### config.mk
export PLATFORM = sky130hd
export DESIGN_NAME = ps2_packet_framer
export DESIGN_NICKNAME = d
export VERILOG_FILES = /design/src/rtl/ps2_packet_framer.sv
export SDC_FILE = /design/constraint.sdc
export NUM_CORES = 1
export LEC_CHECK = 0
export CAP_MARGIN = 20
export CORE_MARGIN = 2
export CORE_UTILIZATION = 47
export DETAILED_ROUTE_END_ITERATION = 6
export PLACE_DENSITY = 0.76
export SLEW_MARGIN = 20
export SYNTH_ARGS = -nofsm -noshare
export SYNTH_HDL_FRONTEND = slang
export SYNTH_SLANG_ARGS = --single-unit
### constraint.sdc
create_clock -name i_clk -period 1.7 [get_ports i_clk]
set_clock_uncertainty 0.1 [all_clocks]
set_input_delay 0.17 -clock i_clk [delete_from_list [all_inputs] [get_ports i_clk]]
set_output_delay 0.17 -clock i_clk [all_outputs]
set_load 0.02 [all_outputs]
### src/rtl/ps2_packet_framer.sv
// ---------------------------------------------------------------------------
// ps2_packet_framer
//
// Aligns a PS/2 mouse byte stream into packets. A byte whose SYNC_BIT is set
// starts a packet; ext_mode, sampled on that header byte, selects a
// BYTES_STD- or BYTES_EXT-byte packet. A packet that stalls for TIMEOUT_CYC
// cycles without a new byte is dropped (TIMEOUT_CYC=0 disables this).
//
// Optional build macro: PS2_FRAMER_STATS_EN adds the saturating discard
// counter output o_discard_cnt (bytes dropped while seeking a header, plus
// packets aborted by timeout).
//
// Ports:
//   i_clk          clock, everything synchronous to its rising edge
//   i_reset        synchronous, active-high reset
//   i_in           received byte
//   i_in_valid     i_in carries a new byte this cycle
//   i_ext_mode     1: BYTES_EXT-byte packets, 0: BYTES_STD-byte packets
//   o_out_bytes    last completed packet, first byte in the MS position,
//                  short packets right-aligned with zero upper bytes
//   o_done         one-cycle pulse, o_out_bytes just updated
//   o_timeout_err  one-cycle pulse, a partial packet was aborted
//   o_discard_cnt  discard statistics (PS2_FRAMER_STATS_EN only)
// ---------------------------------------------------------------------------
module ps2_packet_framer #(
   parameter int unsigned DATA_W      = 8,
   parameter int unsigned SYNC_BIT    = 3,
   parameter int unsigned BYTES_STD   = 3,
   parameter int unsigned BYTES_EXT   = 4,
   parameter int unsigned TIMEOUT_CYC = 1024
`ifdef PS2_FRAMER_STATS_EN
   ,
   parameter int unsigned CNT_W       = 16
`endif
) (
   input  logic                          i_clk,
   input  logic                          i_reset,
   input  logic [DATA_W-1:0]             i_in,
   input  logic                          i_in_valid,
   input  logic                          i_ext_mode,
   output logic [BYTES_EXT*DATA_W-1:0]   o_out_bytes,
   output logic                          o_done,
   output logic                          o_timeout_err
`ifdef PS2_FRAMER_STATS_EN
   ,
   output logic [CNT_W-1:0]              o_discard_cnt
`endif
);

   localparam int unsigned IDX_W = $clog2(BYTES_EXT);
   localparam int unsigned GAP_W = (TIMEOUT_CYC > 0) ? $clog2(TIMEOUT_CYC + 1) : 1;
   localparam int unsigned SH_W  = (BYTES_EXT - 1) * DATA_W;
   localparam int unsigned OUT_W = BYTES_EXT * DATA_W;

   localparam logic [IDX_W-1:0] LAST_STD = IDX_W'(BYTES_STD - 1);
   localparam logic [IDX_W-1:0] LAST_EXT = IDX_W'(BYTES_EXT - 1);
   localparam logic [GAP_W-1:0] GAP_LIM  = GAP_W'(TIMEOUT_CYC);

   typedef enum logic {
      SEEK    = 1'b0,
      COLLECT = 1'b1
   } state_t;

   state_t               r_state;
   state_t               w_state_n;
   logic [IDX_W-1:0]     r_idx;
   logic [IDX_W-1:0]     w_idx_n;
   logic                 r_len_sel;
   logic                 w_len_sel_n;
   logic [GAP_W-1:0]     r_gap;
   logic [GAP_W-1:0]     w_gap_n;
   logic [GAP_W-1:0]     w_gap_inc;
   logic [SH_W-1:0]      r_shift;
   logic [SH_W-1:0]      w_shift_n;
   logic [OUT_W-1:0]     r_out_bytes;
   logic [OUT_W-1:0]     w_out_n;
   logic                 r_done;
   logic                 w_done_n;
   logic                 r_timeout_err;
   logic                 w_timeout_err_n;
   logic [IDX_W-1:0]     w_last_idx;
   logic                 w_drop;
   logic                 w_abort;

   // Bytes are shifted in from the right and the register is cleared on the
   // header, so after L bytes the packet is already right-aligned with zero
   // upper bytes for any packet length; no per-index byte steering needed.
   always_comb begin
      w_state_n       = r_state;
      w_idx_n         = r_idx;
      w_len_sel_n     = r_len_sel;
      w_gap_n         = r_gap;
      w_shift_n       = r_shift;
      w_out_n         = r_out_bytes;
      w_done_n        = 1'b0;
      w_timeout_err_n = 1'b0;
      w_drop          = 1'b0;
      w_abort         = 1'b0;
      w_gap_inc       = r_gap + GAP_W'(1);
      w_last_idx      = r_len_sel ? LAST_EXT : LAST_STD;

      case (r_state)
         SEEK: begin
            w_gap_n = '0;
            w_idx_n = '0;
            if (i_in_valid) begin
               if (i_in[SYNC_BIT]) begin
                  w_shift_n   = SH_W'(i_in);
                  w_len_sel_n = i_ext_mode;
                  w_idx_n     = IDX_W'(1);
                  w_state_n   = COLLECT;
               end else begin
                  w_drop = 1'b1;
               end
            end
         end

         COLLECT: begin
            if (i_in_valid) begin
               w_gap_n = '0;
               if (r_idx == w_last_idx) begin
                  w_out_n   = {r_shift, i_in};
                  w_done_n  = 1'b1;
                  w_idx_n   = '0;
                  w_state_n = SEEK;
               end else begin
                  w_shift_n = (r_shift << DATA_W) | SH_W'(i_in);
                  w_idx_n   = r_idx + IDX_W'(1);
               end
            end else if (TIMEOUT_CYC != 0) begin
               // Abort on the idle cycle that would bring the gap to the limit.
               if (w_gap_inc == GAP_LIM) begin
                  w_abort         = 1'b1;
                  w_timeout_err_n = 1'b1;
                  w_gap_n         = '0;
                  w_idx_n         = '0;
                  w_state_n       = SEEK;
               end else begin
                  w_gap_n = w_gap_inc;
               end
            end
         end

         default: begin
            w_state_n = SEEK;
            w_idx_n   = '0;
            w_gap_n   = '0;
         end
      endcase
   end

   always_ff @(posedge i_clk) begin
      if (i_reset) begin
         r_state       <= SEEK;
         r_idx         <= '0;
         r_len_sel     <= 1'b0;
         r_gap         <= '0;
         r_shift       <= '0;
         r_out_bytes   <= '0;
         r_done        <= 1'b0;
         r_timeout_err <= 1'b0;
      end else begin
         r_state       <= w_state_n;
         r_idx         <= w_idx_n;
         r_len_sel     <= w_len_sel_n;
         r_gap         <= w_gap_n;
         r_shift       <= w_shift_n;
         r_out_bytes   <= w_out_n;
         r_done        <= w_done_n;
         r_timeout_err <= w_timeout_err_n;
      end
   end

   assign o_out_bytes   = r_out_bytes;
   assign o_done        = r_done;
   assign o_timeout_err = r_timeout_err;

`ifdef PS2_FRAMER_STATS_EN
   logic [CNT_W-1:0] r_discard_cnt;

   always_ff @(posedge i_clk) begin
      if (i_reset) begin
         r_discard_cnt <= '0;
      end else if ((w_drop || w_abort) && (r_discard_cnt != '1)) begin
         r_discard_cnt <= r_discard_cnt + CNT_W'(1);
      end
   end

   assign o_discard_cnt = r_discard_cnt;
`else
   // Drop/abort strobes only feed the statistics counter.
   logic w_unused_stats;
   assign w_unused_stats = w_drop | w_abort;
`endif

endmodule

==> flow_summary.yaml <==
pwr:
  vdd_drop_max_uv: 781.8
  p_per_area_nw_per_um2: 933.8
  p_leak_nw: 1.261
  finalPower_mw: 3.440
hold_path:
  hp-start: "i_reset"
  hold_depth: 4
  hold_end: "r_idx[1]$_SDFFE_PP0P_"
  hp-class: "input pin to flip-flop"
grt:
  grt_max_degree: 61
  grt_pass1_vias: 2165
  grt_pass1_wl_mm: 9.673
  grt_overflow_total: 0
  grt_util_all_layers: 0.1895
  antenna_found_initial: 0
placed_design:
  dp_hpwl_mm: 3.593
  gp_congestion: 0.8329
  placedCellCount: 445
  numPortBuffers: 45
  placed_area_um2: 3416
  pre_cts_ws_ps: 15.81
synth:
  syn_avg_cell_area_um2: 8.509
  async_flop_share: 0
  synthesis.area_um2: 2816
  synth_ff_type: "dfxtp_1"
  synth_simple_gate_area_share: 0.2457
  synth-compound-area-share: 0.1346
  ys_seq_area_frac: 0.5189
  ys_seq_elements: 73
  synth_xor_area_frac: 0.02799
  netlist_top_cells_area: "dfxtp_1 (52%), nand2_1 (9.6%), a21oi_1 (9.4%)"
  netlist.area_leader.share: 0.5189
  synth_top_family_by_area: "simple AND/OR/NAND/NOR gates"
  synth_fa_ha_area_frac: 0.004442
  ys_types: 34
  ys_warn_count: 0
  synth_nets: 344
  muxShareOfSynthArea: 0.02843
  yosysTopAreaCell: "dfxtp_1"
  synth_edf_count: 0
  synthCells: 331
layout:
  area_delta_synth_final_pct: 30.79
  final_nets: 396
  diodes: 0
  drive_gt1_frac: 0.1237
  nFillCells: 492
  design_area_um2: 3684
  final_util: 0.6296
  final_cells: 463
floorplanning:
  die_x_um: 81.41
  fp.dieArea_um2: 6628
  die_y_um: 81.41
  core-area_um2: 5851
  initial_core_util: 0.4814
  rows: 28
  ios: 46
critical_path:
  cp.required_ps: 1840
  regToRegEndpoint: "r_idx[1]$_SDFFE_PP0P_"
  crit_path_end_kind: "flip-flop"
  startpoint: "r_gap[4]$_SDFF_PP0_"
  path_class: "flip-flop to flip-flop"
  ff2ff_setup_slack_ps: 7
  cp_data_arrival_time_ps: 1830
  reg2reg_depth: 4
  cp-start-kind: "flip-flop"
  rr_startpoint: "r_gap[4]$_SDFF_PP0_"
  cp_max_fo: 3
detailed_routing:
  drc_errors: 0
  wl_per_cell_um: 12.59
  drtAntennaViolNets: 0
  finalWirelength_mm: 5.827
  vias: 2348
  first_pass_iters: 4
  drtIter0Drc: 180
  vias_per_cell: 5.071
sta:
  max_freq_mhz: 590.7
  period_minus_slack_ps: 1693
  finalCritPeriodShare: 0.9959
  tightest_slew_ps: 605.8
  slew_violations: 0
  slew-limit-headroom: 0.5962
  holdWs_ps: 128.0
  setup_tns_ps: 0
  grt_setup_unrepaired: "yes"
  setup_ws_ps: 7.009
  finalHoldViolCount: 0
  setup_viol: 0
clock_network:
  clk_latency_ps: 340
  numCtsBuffers: 9
  clk_pin_slew_ps: 70
  hold_buffers: 0
  htree_levels: 3
  cts.sinks: 73
  cts_tree: "yes"
  cts_buffer_depth: 2
  root_buffer: "clkbuf_8"
job:
  max-cap-violations: 0
outcome:
  status: "finished clean"
[cells by family after synthesis]
| family | Yosys count |
|---|---|
| adders and majority gates | 1 |
| muxes | 8 |
| and+or+nand+nor | 148 |
| DFF | 73 |
| buffers and inverters | 26 |
| AOI/OAI and AO/OA | 66 |
| xor gates and xnor gates | 9 |
[how the worst max path moves through the flow]
stage                             to  slack, ps  depth (start not counted)
2_1_floorplan  r_idx[1]$_SDFFE_PP0P_         50                          4
3_3_place_gp   r_idx[0]$_SDFFE_PP0P_         40                          5
3_5_place_dp   r_idx[0]$_SDFFE_PP0P_         20                          5
4_1_cts        r_idx[0]$_SDFFE_PP0P_          5                          5
5_1_grt        r_idx[0]$_SDFFE_PP0P_        -50                          5
6_report       r_idx[1]$_SDFFE_PP0P_          7                          4
[synth_stat cells (all sizes together), types with 2 or more instances]
cell type,count
a211oi,2
a21oi,55
and2,2
and3,3
buf,10
clkbuf,12
dfxtp,73
inv,4
mux2i,8
nand2,72
nand2b,18
nand3,22
nand4,2
nor2,19
nor2b,3
nor3,4
o21ai,3
xnor2,5
xor2,4
[state kept, by name (all words and copies together), names as in the netlist]
signal         flops
o_timeout_err      1
r_state            1
r_shift           24
r_len_sel          1
o_done             1
o_out_bytes       32
r_idx              2
r_gap             11
[metal layers]
layer,share of wire,vias to the layer above,track usage
li1,-,1217,-
met1,0.49,1064,0.2503
met2,0.45,56,0.2910
met3,0.045,11,0.03956
met4,0.018,0,0.1017
met5,0,-,0
[layout by cell type, fill, tap and decap left out, types with 3 or more instances in the layout]
cell type and n:
a21oi_1 53, and3_1 3, buf_12 3, buf_4 15, clkbuf_8 11, clkdlybuf4s50_1 44
dfxtp_1 68, dfxtp_2 4, inv_1 4, mux2i_1 8, nand2_1 72, nand2b_1 18
nand3_1 22, nor2_1 19, nor2b_1 3, nor3_1 3, xnor2_1 5, xor2_1 4
[layout make-up]
class                      count  area [um^2]  share of cell area
timing repair buffer          63        618.1              0.1678
tap                           75        93.84             0.02548
clock inverter                 4        75.07             0.02038
multi-input combinational    232         1256              0.3410
inverter                       4        15.01            0.004076
sequential                    73         1470              0.3991
clock buffer                  12        155.1             0.04212
[report_power, final]
part	switching (mW)	internal [mW]	total, mW
logic	0.0858	0.0743	0.160
registers	0.0174	1.73	1.74
clock network	0.630	0.907	1.54
[repair_timing]
action | in CTS | in global routing
gates resized for setup | 1 | 7
setup endpoints to repair | 1 | 6
gates cloned | 0 | 0
pin swaps | 0 | 2
buffers inserted | 0 | 2
[critical path, cell delays in order, from the launching register on]
cell and delay (ps):
dfxtp_4 350, or4_4 520, a21oi_2 140, o221ai_2 160, o31a_1 320
No activity file was read; power rests on OpenSTA's default activity.
